### src/rtl/eth_sd_blk_sched.sv
// ---------------------------------------------------------------------------
// eth_sd_blk_sched
//
// Moves data from a prefetch FIFO into an SD card block-write engine, one
// block of BLK_WORDS words at a time, for a requested number of blocks.
// For each block it requests a write, streams the words through with zero
// latency, then waits for the engine to report the block as programmed.
// A transfer can be aborted at any point; the done pulse then carries err=1.
//
// Ports
//   clk_i, rst_ni         single clock, asynchronous active-low reset
//   start_i, blk_num_i    begin a transfer of blk_num_i blocks (IDLE only)
//   abort_i               terminate the current transfer
//   busy_o, done_o, err_o transfer status; err_o is valid with done_o
//   blk_cnt_o             blocks completed in the current or last transfer
//   fifo_rd_*             prefetch FIFO read port (pop on en & vld)
//   sd_wr_req_o/ack_i     per-block write request handshake
//   sd_data*/sd_last_o    block data stream to the SD engine
//   sd_blk_done_i         engine finished programming the block
// ---------------------------------------------------------------------------
module eth_sd_blk_sched #(
    parameter int DATA_W    = 32,
    parameter int BLK_WORDS = 128,
    parameter int BLK_CNT_W = 16
) (
    input  logic                 clk_i,
    input  logic                 rst_ni,
    input  logic                 start_i,
    input  logic [BLK_CNT_W-1:0] blk_num_i,
    input  logic                 abort_i,
    output logic                 busy_o,
    output logic                 done_o,
    output logic                 err_o,
    output logic [BLK_CNT_W-1:0] blk_cnt_o,
    output logic                 fifo_rd_en_o,
    input  logic                 fifo_rd_vld_i,
    input  logic [DATA_W-1:0]    fifo_rd_data_i,
    output logic                 sd_wr_req_o,
    input  logic                 sd_wr_ack_i,
    output logic [DATA_W-1:0]    sd_data_o,
    output logic                 sd_data_vld_o,
    input  logic                 sd_data_rdy_i,
    output logic                 sd_last_o,
    input  logic                 sd_blk_done_i
);

    localparam int WORD_W = (BLK_WORDS > 1) ? $clog2(BLK_WORDS) : 1;
    localparam logic [WORD_W-1:0] LAST_WORD = WORD_W'(BLK_WORDS - 1);

    typedef enum logic [2:0] {
        S_IDLE,
        S_REQ,
        S_XFER,
        S_WAIT_DONE,
        S_FIN
    } state_e;

    state_e               state_q;
    logic [BLK_CNT_W-1:0] blk_num_q;
    logic [BLK_CNT_W-1:0] blk_cnt_q;
    logic [BLK_CNT_W-1:0] blk_cnt_d;
    logic [WORD_W-1:0]    word_cnt_q;
    logic                 busy_q;
    logic                 done_q;
    logic                 err_q;
    logic                 sd_wr_req_q;
    logic                 in_xfer;
    logic                 beat;
    logic                 abortable;

    assign in_xfer   = (state_q == S_XFER);
    assign blk_cnt_d = blk_cnt_q + 1'b1;

    // abort suppresses the pop in the same cycle, so a word is never lost
    // from the FIFO without reaching the SD engine.
    assign beat      = in_xfer & fifo_rd_vld_i & sd_data_rdy_i & ~abort_i;
    assign abortable = (state_q == S_REQ) || (state_q == S_XFER) ||
                       (state_q == S_WAIT_DONE);

    // Data path is a straight pass-through while streaming a block.
    assign fifo_rd_en_o  = in_xfer & sd_data_rdy_i & ~abort_i;
    assign sd_data_vld_o = in_xfer & fifo_rd_vld_i;
    assign sd_data_o     = in_xfer ? fifo_rd_data_i : '0;
    assign sd_last_o     = in_xfer & (word_cnt_q == LAST_WORD);

    assign busy_o      = busy_q;
    assign done_o      = done_q;
    assign err_o       = err_q;
    assign blk_cnt_o   = blk_cnt_q;
    assign sd_wr_req_o = sd_wr_req_q;

    // Status outputs are registered alongside the state so that done_q is
    // high exactly while in FIN and sd_wr_req_q exactly while in REQ.
    always_ff @(posedge clk_i or negedge rst_ni) begin
        if (!rst_ni) begin
            state_q     <= S_IDLE;
            blk_num_q   <= '0;
            blk_cnt_q   <= '0;
            word_cnt_q  <= '0;
            busy_q      <= 1'b0;
            done_q      <= 1'b0;
            err_q       <= 1'b0;
            sd_wr_req_q <= 1'b0;
        end else begin
            done_q <= 1'b0;
            if (abort_i && abortable) begin
                state_q     <= S_FIN;
                word_cnt_q  <= '0;
                sd_wr_req_q <= 1'b0;
                done_q      <= 1'b1;
                err_q       <= 1'b1;
            end else begin
                case (state_q)
                    S_IDLE: begin
                        if (start_i) begin
                            blk_num_q  <= blk_num_i;
                            blk_cnt_q  <= '0;
                            word_cnt_q <= '0;
                            err_q      <= 1'b0;
                            busy_q     <= 1'b1;
                            if (blk_num_i == '0) begin
                                state_q <= S_FIN;
                                done_q  <= 1'b1;
                            end else begin
                                state_q     <= S_REQ;
                                sd_wr_req_q <= 1'b1;
                            end
                        end
                    end
                    S_REQ: begin
                        if (sd_wr_ack_i) begin
                            state_q     <= S_XFER;
                            sd_wr_req_q <= 1'b0;
                        end
                    end
                    S_XFER: begin
                        if (beat) begin
                            if (word_cnt_q == LAST_WORD) begin
                                word_cnt_q <= '0;
                                state_q    <= S_WAIT_DONE;
                            end else begin
                                word_cnt_q <= word_cnt_q + 1'b1;
                            end
                        end
                    end
                    S_WAIT_DONE: begin
                        if (sd_blk_done_i) begin
                            blk_cnt_q <= blk_cnt_d;
                            if (blk_cnt_d < blk_num_q) begin
                                state_q     <= S_REQ;
                                sd_wr_req_q <= 1'b1;
                            end else begin
                                state_q <= S_FIN;
                                done_q  <= 1'b1;
                            end
                        end
                    end
                    S_FIN: begin
                        state_q <= S_IDLE;
                        busy_q  <= 1'b0;
                    end
                    default: begin
                        state_q     <= S_IDLE;
                        busy_q      <= 1'b0;
                        sd_wr_req_q <= 1'b0;
                    end
                endcase
            end
        end
    end

endmodule

### config.mk
export PLATFORM = sky130hd
export DESIGN_NAME = eth_sd_blk_sched
export DESIGN_NICKNAME = d
export VERILOG_FILES = /design/src/rtl/eth_sd_blk_sched.sv
export SDC_FILE = /design/constraint.sdc
export NUM_CORES = 1
export LEC_CHECK = 0
export ABC_AREA = 0
export CAP_MARGIN = 20
export CORE_MARGIN = 2
export CORE_UTILIZATION = 45
export DETAILED_ROUTE_END_ITERATION = 8
export HOLD_SLACK_MARGIN = 0.08
export PLACE_DENSITY = 0.81
export SETUP_SLACK_MARGIN = 0.4
export SKIP_CTS_REPAIR_TIMING = 1
export SLEW_MARGIN = 20
export SYNTH_ARGS = -nofsm -noshare
export SYNTH_HDL_FRONTEND = slang
export SYNTH_SLANG_ARGS = --single-unit
### constraint.sdc
create_clock -name clk_i -period 3.4 [get_ports clk_i]
set_clock_uncertainty 0.1 [all_clocks]
set_input_delay 0.51 -clock clk_i [delete_from_list [all_inputs] [get_ports clk_i]]
set_output_delay 0.51 -clock clk_i [all_outputs]
set_load 0.03 [all_outputs]
After elaboration in Yosys (flattened, before gate mapping)
Cells that the tools add are included.
{"block": "classes", "n_addsub": 2, "order_cmp": 1, "n_eq_ne": 15, "mux": 36, "bitwise": 9, "reduce_logical": 18}
{"operator": "$mux W16", "count": 2}
{"operator": "$mux W32", "count": 1}
{"operator": "$pmux W16 S2", "count": 1}
{"operator": "$mux W7", "count": 4}
{"operator": "$mux W3", "count": 8}
{"operator": "$add A16 B1 Y16 const B", "count": 1}
{"operator": "$logic_not A16 Y1", "count": 1}
{"operator": "$lt A16 B16 Y1", "count": 1}
{"operator": "$mux W1", "count": 15}
{"operator": "$pmux W7 S2", "count": 1}
{"operator": "$pmux W3 S4", "count": 1}
{"operator": "$ne A3 B1 Y1 const B", "count": 3}
{"operator": "$reduce_and A3 Y1", "count": 3}
{"operator": "$add A7 B1 Y7 const B", "count": 1}
{"operator": "$eq A7 B7 Y1 const B", "count": 1}
{"operator": "$and A1 B1 Y1", "count": 6}
{"operator": "$eq A3 B2 Y1 const B", "count": 2}
{"operator": "$ne A3 B2 Y1 const B", "count": 2}
{"operator": "$ne A3 B3 Y1 const B", "count": 2}
{"operator": "$reduce_and A6 Y1", "count": 1}
{"operator": "$reduce_bool A2 Y1", "count": 3}
{"operator": "$reduce_and A5 Y1", "count": 1}
{"operator": "$ne A2 B2 Y1 const B", "count": 2}
{"operator": "$pmux W1 S2", "count": 2}
{"operator": "other kinds (13)", "count": 16}
{"block": "word_totals", "register_bits": 46, "output_inout_bits": 55, "wordCells": 89}

Longest topological paths before layout
Gate-level depths: netlist of the first run.
{"block": "depth", "depth_word": 7, "depth_mapped": 12, "depth_no_buf": 12}

Least setup slack after synthesis of the first run
No wires, ideal clock.
{"block": "synth_timing", "kind": "reg-to-reg", "from": "register blk_cnt_q[0] (netlist: blk_cnt_o[0])", "to": "register sd_wr_req_q (netlist: sd_wr_req_o)", "setup_time_ns": 0.087, "arrival_time_ns": 3.078, "setup_slack_ns": 0.135, "path_stages_with_launch": 13, "path_buffers": 0, "synth_period_minus_slack_ns": 3.265, "cell_sequence": "dfrtp_1 -> ha_1 -> nand2_1 -> nor4_2 -> and3_1 -> xor2_1 -> ha_1 -> a21oi_1 -> nand2_1 -> a21oi_1 -> or4b_4 -> a211o_1 -> o211ai_1"}
{"block": "synth_via", "elab_chain_len": 4}
{"element": "from (decl)", "line": "60", "source": "logic [BLK_CNT_W-1:0] blk_cnt_q;"}
{"element": "from (signal assigned)", "line": "148", "source": "blk_cnt_q <= blk_cnt_d;"}
{"element": "$add A16 B1 Y16", "line": "72", "source": "assign blk_cnt_d = blk_cnt_q + 1'b1;"}
{"element": "$lt A16 B16 Y1", "line": "149", "source": "if (blk_cnt_d < blk_num_q) begin"}
{"element": "$ne A3 B1 Y1 (no line)"}
{"element": "$reduce_and A6 Y1 (no line)"}
{"element": "to (signal assigned)", "line": "103", "source": "sd_wr_req_q <= 1'b0;"}
{"element": "to (signal assigned)", "line": "151", "source": "sd_wr_req_q <= 1'b1;"}
{"element": "to (signal assigned)", "line": "165", "source": "sd_wr_req_q <= 1'b0;"}
{"element": "to (decl)", "line": "66", "source": "logic sd_wr_req_q;"}
No other way between the ends.
A chain may end at the register's enable or synchronous reset.

Worst setup path after layout of the first run
Ends and elaborated chain as after synthesis.

==> results of run 1 <==
==> power by group <==
group          internal (W)  switching (W)
combinational      0.000559       0.000661
clock              0.000219       0.000186
sequential         0.000694       0.000131
total               0.00147       0.000978
==> critical path, cell delays in order (launching register included) <==
cell and delay (ps):
dfrtp_2 430, nand2_1 180, nor4_4 420, and3_1 280, xor2_1 170, ha_1 270, nand4_1 150, nor4_1 80
or4b_4 570, a211o_1 270, o211ai_1 80
==> state kept, by name, indices dropped and copies added, names as in the netlist <==
signal / count
blk_cnt_o: 16
blk_num_q: 16
err_o: 1
done_o: 1
busy_o: 1
sd_wr_req_o: 1
word_cnt_q: 7
state_q: 3
==> cell type report <==
class / count / area [µm²]
clock buffer: 6 / 72.6
sequential: 46 / 1160
clock inverter: 2 / 37.5
timing repair buffer: 122 / 1190
fill: 485 / 1940
multi-input combinational: 249 / 1750
inverter: 25 / 93.8
tap: 77 / 96.3
==> cell usage in the layout, fill, tap and decap left out, types with 8 or more instances in the layout <==
cell,Yosys,routed
and2_1,36,36
clkdlybuf4s50_1,0,108
o21ai_0,32,32
mux2_2,17,17
ha_1,17,16
buf_4,0,13
and3_1,9,8
nand2_1,23,22
xor2_1,8,8
dfrtp_2,0,10
dfrtp_1,46,36
nor2_1,21,20
inv_1,25,25
nand3_1,16,15
==> how the worst min path moves through the flow <==
stage | startpoint | to | slack (ps) | cells past startpoint
floorplan | rst_ni | blk_cnt_o[0] | 110 | 0
global placement | blk_num_q[13] | blk_num_q[13] | 390 | 1
detailed placement | blk_num_q[3] | blk_num_q[3] | 400 | 1
CTS | rst_ni | blk_cnt_o[5] | 320 | 1
global route | rst_ni | blk_cnt_o[5] | 140 | 1
finish | rst_ni | blk_cnt_o[0] | 100 | 1
==> metal layers <==
| layer | up-vias | global-route usage | wire (µm) |
|---|---|---|---|
| met3 | 8 | 0.0379 | 454 |
| met2 | 95 | 0.362 | 4010 |
| met1 | 1350 | 0.302 | 3460 |
| met4 | 0 | 0.0476 | 76 |
| met5 | - | 0 | 0 |
| li1 | 1398 | - | - |
==> stage by stage <==
step,instance area [µm²],util,worst slack (ps)
global route,4410,0.694,158
global placement,4190,0.660,354
floorplan,3020,-,385
finish,4410,0.694,303
detailed placement,4190,0.660,262
CTS,4300,0.677,241
==> cell families after synthesis <==
| group | synth area share |
|---|---|
| flip-flops | 0.389 |
| adder cells (fa/ha/maj) | 0.0719 |
| multiplexers | 0.0715 |
| AO/OA/AOI/OAI | 0.136 |
| buffers and inverters | 0.0466 |
| AND/OR/NAND/NOR | 0.246 |
| XOR/XNOR | 0.0385 |
==> metrics.yaml, run 1 <==
status:
  status: "finished, final reports clean"
logic_synthesis:
  synth_commonest_cells: "46 x dfrtp_1, 36 x and2_1, 32 x o21ai_0, 25 x inv_1, 23 x nand2_1"
  synth-edff-count: 0
  synthFlopType: "dfrtp_1"
  synth_top_cell_area_share: 0.389
  avgSynthCellArea_um2: 8.93
  yosys.cell_count.top_type: "dfrtp_1"
  synth_seq_cells: 46
  ys_seq_area_frac: 0.389
  synthesis.nets: 404
  yosysTopAreaCell: "dfrtp_1"
  yosys-top-cells-area: "dfrtp_1 39%, and2_1 7.6%, ha_1 7.2%"
  async_flop_share: 1.00
  ys_warn_count: 0
  netlist_area_um2: 2960
  synthDistinctLibCells: 43
  syn_inst: 331
timing:
  finalCriticalPeriod_ps: 3100
  hold_slack_ps: 104
  rsz0062_at_grt: "true"
  fmaxAchievable_mhz: 323
  hold_viol_final: 0
  slew_violations: 0
  timing.final.crit_share: 0.911
  maxSlewHeadroom: 0.608
  finalSetupViolations: 0
  setup_tns_ps: 0
  tightestPinTransition_ps: 572
clock_network:
  insertion_delay_ps: 300
  cts_tree: "built"
  h-tree-depth: 2
  cts.sink_count: 46
  cts_root_buffer: "clkbuf_8"
  cts_made_buffers: 5
  cts_max_path_buffers: 2
  path_clk_slew_ps: 90
global_routing:
  grt_max_degree: 47
  track_usage: 0.219
  grt_pass1_vias: 2741
  overflow: 0
  antenna_found_initial: 0
  grt_pass1_wl_um: 12900
critical_path:
  rr_worst_depth: 10
  rr_endpoint: "sd_wr_req_o"
  critPathCapture: "sd_wr_req_o"
  cp.required_ps: 3520
  worst_setup_path_end_kind: "register"
  cp_data_arrival_time_ps: 3220
  r2r_setup_slack_ps: 300
  regToRegStartpoint: "blk_cnt_o[0]"
  crit_fanout: 6
  critPathLaunchType: "register"
  critPathKind: "reg -> reg"
  cp-startpoint: "blk_cnt_o[0]"
final_layout:
  final-instance-count-excl-fill: 527
  diodes: 0
  area_growth_pct: 49.1
  layout.nets: 522
  layout-drive-gt1-share: 0.138
place:
  portBuffers: 110
  dp.cells: 510
  place_congestion: 0.898
  dp_hpwl_um: 6010
detailed_routing:
  routedWlPerCell_um: 15.2
  drt-total-wl_um: 8000
  viasPerCell: 5.41
  route.detailed.drc: 0
  drt_iter0_drc: 182
  firstDrtPassIters: 4
  postRouteAntennaNets: 0
  num_vias: 2851
power:
  p_total_w: 0.00245
  powerDensity_nw_per_um2: 556
  peakVddDrop_v: 0.000363
  cellLeakagePower_nw: 2.05
die:
  pin_count: 111
  rows: 29
  fp.coreArea_um2: 6350
  die_y_um: 85.1
  die_w_um: 85.1
  initial_core_util: 0.466
  die_area_um2: 7230
min_path:
  hold_path_class: "in -> async"
job:
  maxCapViolCount: 0
Power figures use the tool's default switching activity.
==> inputs of run 2 (changes only) <==
--- a/config.mk
+++ b/config.mk
@@ -8,10 +8,10 @@
 export ABC_AREA = 0
 export CAP_MARGIN = 20
 export CORE_MARGIN = 2
-export CORE_UTILIZATION = 45
+export CORE_UTILIZATION = 40
 export DETAILED_ROUTE_END_ITERATION = 8
 export HOLD_SLACK_MARGIN = 0.08
-export PLACE_DENSITY = 0.81
+export PLACE_DENSITY = 0.76
 export SETUP_SLACK_MARGIN = 0.4
 export SKIP_CTS_REPAIR_TIMING = 1
 export SLEW_MARGIN = 20
==> constraint.sdc (replaced) <==
create_clock -name clk_i -period 2.61 [get_ports clk_i]
set_clock_uncertainty 0.1 [all_clocks]
set_input_delay 0.3915 -clock clk_i [delete_from_list [all_inputs] [get_ports clk_i]]
set_output_delay 0.3915 -clock clk_i [all_outputs]
set_load 0.03 [all_outputs]
==> metrics.yaml, run 2 (synthesis results as in run 1) <==
final_layout:
  layout.nets: 562  # +7.7%
  diodes: 0  # unchanged
  area_growth_pct: 56.3
  layout_commonest_cell: "clkdlybuf4s50_1"
  nFillCells: 615  # +27%
  final_cell_mix: "74 x clkdlybuf4s50_1, 49 x buf_4, 40 x dfrtp_1, 35 x and2_1, 32 x o21ai_0"
  layout-drive-gt1-share: 0.284  # +0.146
critical_path:
  path_depth: 10  # unchanged
  rr_endpoint: "sd_wr_req_o"
  crit_chain: "nand4_1 -> nor4_4 -> and3_4 -> xor2_1 -> ha_1 -> nand4_1 -> nor4_2 -> or4b_4 -> a211o_1 -> o211ai_1"
  crit_path_frequent_cell: "nand4_1"
  crit_fanout: 4  # -2
  crit_family: "simple AND/OR/NAND/NOR gates"
  critPathCapture: "sd_wr_req_o"
  worst_setup_path_end_kind: "register"
  critPathKind: "reg -> reg"
  cp.required_ps: 2750  # -770 ps
  cp.buffers_inverters: 0  # unchanged
  cp_data_arrival_time_ps: 3160  # -60 ps
  rr_worst_depth: 10  # unchanged
  critical-path-max-stage-delay_ps: 560  # about the same
  cp-startpoint: "blk_cnt_o[7]"
  r2r_setup_slack_ps: -410  # -710 ps
  cp_slowest_cell: "or4b_4"
  critPathLaunchType: "register"
  regToRegStartpoint: "blk_cnt_o[7]"
power:
  seqPwrFrac: 0.305  # -0.032
  pwr-share-clk: 0.200  # +0.035
  combPwrFrac: 0.496  # -0.002
  power.switching_w: 0.00134  # +37%
  power.internal_w: 0.00203  # +38%
  cellLeakagePower_nw: 2.31  # +13%
  peakVddDrop_v: 0.000398  # +9.6%
  swShare: 0.397  # -0.00205
  powerDensity_nw_per_um2: 730  # +31%
status:
  violations: "setup timing"
  status: "complete, but fails checks"
timing:
  slew_violations: 0  # unchanged
  rsz0062_at_grt: "true"
  maxSlewHeadroom: 0.554  # -0.0545
  tightestPinTransition_ps: 669  # +96.6 ps
  timing.final.crit_share: 1.16  # +0.246
  finalSetupViolations: 4  # +4
  setup_tns_ps: -1430  # -1430 ps
  fmaxAchievable_mhz: 331  # +2.6%
  hold_viol_final: 0  # unchanged
  setup_slack_ps: -410  # -713 ps
  finalCriticalPeriod_ps: 3020  # -77.0 ps
detailed_routing:
  viasPerCell: 5.08  # -6.0%
  firstDrtPassIters: 4  # unchanged
  drt-total-wl_um: 8760  # +9.5%
  route.detailed.drc: 0  # unchanged
  postRouteAntennaNets: 0  # unchanged
  routedWlPerCell_um: 14.9  # -2.0%
  num_vias: 2994  # +5.0%
  drt_iter0_drc: 146  # -20%
die:
  die_area_um2: 8100  # +12%
  pin_count: 111  # unchanged
  die_y_um: 90.0  # +5.8%
  fp.coreArea_um2: 7210  # +14%
  die_w_um: 90.0  # +5.8%
  rows: 31  # +6.9%
  initial_core_util: 0.410  # -0.0558
global_routing:
  overflow: 0  # unchanged
  grt_pass1_wl_um: 14200  # +10%
  track_usage: 0.213  # -0.00612
  grt_pass1_vias: 2954  # +7.8%
  antenna_found_initial: 0  # unchanged
  grt_max_degree: 34  # -28%
place:
  portBuffers: 110  # unchanged
  dp_worst_setup_slack_ps: -378  # -639 ps
  dp_hpwl_um: 6580  # +9.5%
  place_congestion: 0.818  # -9.0%
clock_network:
  cts_tree: "built"
  h-tree-depth: 2  # unchanged
  insertion_delay_ps: 320  # +20 ps
  cts_root_buffer: "clkbuf_8"
  path_clk_slew_ps: 100  # about the same
  cts.sink_count: 46  # unchanged
  cts_made_buffers: 5  # unchanged
  cts_max_path_buffers: 2  # unchanged
job:
  maxCapViolCount: 0  # unchanged
min_path:
  hold_path_class: "reg -> reg"
==> run 2: power groups by stage <==
stage / logic [W] / registers [W] / clock network, W
4_1_cts: 0.00170 / 0.00103 / 0.000678
3_3_place_gp: 0.00166 / 0.00102 / 0
5_1_grt: 0.00184 / 0.00105 / 0.000703
3_5_place_dp: 0.00170 / 0.00104 / 0
6_report: 0.00167 / 0.00103 / 0.000674
2_1_floorplan: 0.000987 / 0.00107 / 0
==> run 2: final cells by class <==
type | instances | area, µm² | share of cell area
sequential | 46 | 1160 | 0.251
tap | 99 | 124 | 0.0268
clock inverter | 2 | 60.1 | 0.0130
multi-input combinational | 249 | 1780 | 0.385
timing repair buffer | 162 | 1320 | 0.286
inverter | 25 | 93.8 | 0.0203
clock buffer | 6 | 82.6 | 0.0179
==> run 2: per-stage QoR <==
stage / cell area (µm²) / total power (W) / std cells / hold slack [ps] / util
global route: 4620 / 0.00359 / 589 / 436 / 0.641
CTS: 4670 / 0.00341 / 581 / 24.7 / 0.647
finish: 4620 / 0.00337 / 589 / 414 / 0.641
detailed placement: 4530 / 0.00273 / 573 / 366 / 0.627
floorplan: 3020 / 0.00205 / 331 / -4.09 / -
global placement: 4530 / 0.00268 / 573 / 358 / 0.627
==> run 2: worst min path at each step <==
stage	slack (ps)	startpoint	depth (start not counted)	end
2_1_floorplan	-4	rst_ni	0	blk_cnt_o[0]
5_1_grt	440	word_cnt_q[5]	1	word_cnt_q[5]
6_report	410	blk_num_q[5]	1	blk_num_q[5]
4_1_cts	20	rst_ni	1	blk_cnt_o[15]
3_5_place_dp	370	rst_ni	1	blk_num_q[7]
3_3_place_gp	360	rst_ni	1	blk_num_q[5]
==> run 2: routing by layer <==
layer	routed length (µm)	GRT usage	up-vias	part of all wire
met1	3900	0.276	1437	0.45
met2	4410	0.369	59	0.50
met5	0	0	-	0
li1	-	-	1477	-
met3	269	0.0319	21	0.031
met4	183	0.0628	0	0.021
==> run 2: worst reg2reg max path: cells and delay by family (launching register included) <==
kind	cells	cell delay, ps
AND/OR/NAND/NOR	6	1600
flip-flops	1	410
AO/OA/AOI/OAI	2	340
adder cells (fa/ha/maj)	1	290
XOR/XNOR	1	200
==> inputs of run 3 (changes only) <==
--- a/config.mk
+++ b/config.mk
@@ -8,10 +8,10 @@
 export ABC_AREA = 0
 export CAP_MARGIN = 20
 export CORE_MARGIN = 2
-export CORE_UTILIZATION = 40
+export CORE_UTILIZATION = 45
 export DETAILED_ROUTE_END_ITERATION = 8
 export HOLD_SLACK_MARGIN = 0.08
-export PLACE_DENSITY = 0.76
+export PLACE_DENSITY = 0.81
 export SETUP_SLACK_MARGIN = 0.4
 export SKIP_CTS_REPAIR_TIMING = 1
 export SLEW_MARGIN = 20
==> constraint.sdc (replaced) <==
create_clock -name clk_i -period 3.2 [get_ports clk_i]
set_clock_uncertainty 0.1 [all_clocks]
set_input_delay 0.48 -clock clk_i [delete_from_list [all_inputs] [get_ports clk_i]]
set_output_delay 0.48 -clock clk_i [all_outputs]
set_load 0.03 [all_outputs]
==> metrics.yaml, run 3 (synthesis results as in run 1) <==
die:
  pin_count: 111  # unchanged
  die_area_um2: 7230  # -11%
  die_w_um: 85.1  # -5.5%
  fp.coreArea_um2: 6350  # -12%
  rows: 29  # -6.5%
  initial_core_util: 0.466  # +0.0558
  die_y_um: 85.1  # -5.5%
clock_network:
  cts_root_buffer: "clkbuf_8"
  cts_tree: "built"
  path_clk_slew_ps: 90  # about the same
  cts_max_path_buffers: 2  # unchanged
  cts.sink_count: 46  # unchanged
  h-tree-depth: 2  # unchanged
  cts_made_buffers: 5  # unchanged
  insertion_delay_ps: 300  # -20 ps
global_routing:
  antenna_found_initial: 0  # unchanged
  overflow: 0  # unchanged
  grt_use_met2: 0.341  # -0.0284
  grt_pass1_wl_um: 12500  # -12%
  use_met3: 0.0418  # +0.00998
  grt_max_degree: 47  # +38%
  grt_use_met1: 0.294  # +0.0181
  track_usage: 0.212  # -0.000239
  grt_busiest_layer: "met2"
  grt_pass1_vias: 2625  # -11%
timing:
  timing.final.crit_share: 0.952  # -0.205
  finalSetupViolations: 0  # -4
  finalCriticalPeriod_ps: 3050  # +26.3 ps
  rsz0062_at_grt: "true"
  hold_viol_final: 0  # unchanged
  setup_tns_ps: 0  # +1430 ps
  slew_violations: 0  # unchanged
  fmaxAchievable_mhz: 328  # -0.86%
  maxSlewHeadroom: 0.570  # +0.0159
  tightestPinTransition_ps: 637  # -32.2 ps
power:
  powerDensity_nw_per_um2: 553  # -24%
  peakVddDrop_v: 0.000385  # -3.3%
  cellLeakagePower_nw: 2.65  # +15%
detailed_routing:
  route.detailed.drc: 0  # unchanged
  viasPerCell: 5.45  # +7.3%
  firstDrtPassIters: 4  # unchanged
  drt_iter0_drc: 207  # +42%
  drt-total-wl_um: 8210  # -6.3%
  num_vias: 2891  # -3.4%
  routedWlPerCell_um: 15.5  # +4.2%
  postRouteAntennaNets: 0  # unchanged
place:
  portBuffers: 110  # unchanged
  place_congestion: 0.869  # +6.3%
  dp_hpwl_um: 6060  # -7.9%
critical_path:
  cp_slowest_cell: "or4b_4"
  worst_setup_path_end_kind: "register"
  cp_data_arrival_time_ps: 3160  # about the same
  critPathLaunchType: "register"
  cp.required_ps: 3310  # +560 ps
  crit_fanout: 7  # +3
  crit_chain: "nand3_4 -> nor4_4 -> and3_4 -> xor2_2 -> ha_1 -> a21oi_1 -> nand2_1 -> a21oi_2 -> or4b_4 -> a211o_1 -> o211ai_1"
  cp.buffers_inverters: 0  # unchanged
  crit_family: "simple AND/OR/NAND/NOR gates"
  critical-path-max-stage-delay_ps: 510  # -50 ps
  critPathKind: "reg -> reg"
final_layout:
  nFillCells: 477  # -22%
  final_cell_mix: "75 x clkdlybuf4s50_1, 36 x and2_1, 35 x dfrtp_1, 34 x dlymetal6s2s_1, 32 x o21ai_0"
  post-route-util: 0.713  # +0.0725
  diodes: 0  # unchanged
  layout-drive-gt1-share: 0.157  # -0.127
  layout.nets: 525  # -6.6%
  area_growth_pct: 53.2
  layout_commonest_cell: "clkdlybuf4s50_1"
status:
  status: "finished, final reports clean"
min_path:
  hold_path_class: "in -> async"
job:
  maxCapViolCount: 0  # unchanged
-- run 3: per-layer routing --
| layer | up-vias | part of all wire | wire (µm) |
|---|---|---|---|
| li1 | 1399 | - | - |
| met1 | 1361 | 0.42 | 3470 |
| met2 | 112 | 0.50 | 4100 |
| met3 | 19 | 0.049 | 406 |
| met4 | 0 | 0.028 | 231 |
| met5 | - | 0 | 0 |
-- run 3: area by class of cell --
cell class	instances	area [µm²]	share of cell area
clock buffer	6	72.6	0.0160
sequential	46	1160	0.257
tap	77	96.3	0.0213
timing repair buffer	125	1300	0.286
inverter	25	93.8	0.0207
clock inverter	2	10.0	0.00221
multi-input combinational	249	1790	0.396
-- run 3: metrics by stage --
stage / setup slack (ps) / hold slack, ps / instances / area, µm² / power [W]
3_5_place_dp: 142 / 395 / 513 / 4210 / 0.00216
4_1_cts: 73.3 / 289 / 521 / 4300 / 0.00251
2_1_floorplan: 185 / 84.4 / 331 / 3020 / 0.00168
5_1_grt: 27.4 / 109 / 530 / 4530 / 0.00268
3_3_place_gp: 247 / 392 / 513 / 4210 / 0.00212
6_report: 153 / 66.1 / 530 / 4530 / 0.00250
-- run 3: path summary, 6_finish.rpt --
path | from | end | slack, ps | cells after the start
setup / recovery | blk_cnt_o[2] | sd_wr_req_o | 150 | 11
hold / removal | rst_ni | blk_cnt_o[4] | 70 | 1
setup reg to reg | blk_cnt_o[2] | sd_wr_req_o | 150 | 11
hold reg to reg | blk_num_q[6] | blk_num_q[6] | 410 | 1
max in group asynchronous | rst_ni | blk_cnt_o[10] | 2490 | 1
min in group clk_i | blk_num_q[6] | blk_num_q[6] | 410 | 1
-- run 3: where the power goes --
part / internal (W) / switching, W
Combinational: 0.000581 / 0.000710
Clock: 0.000152 / 0.000193
Sequential: 0.000738 / 0.000131
Total: 0.00147 / 0.00103
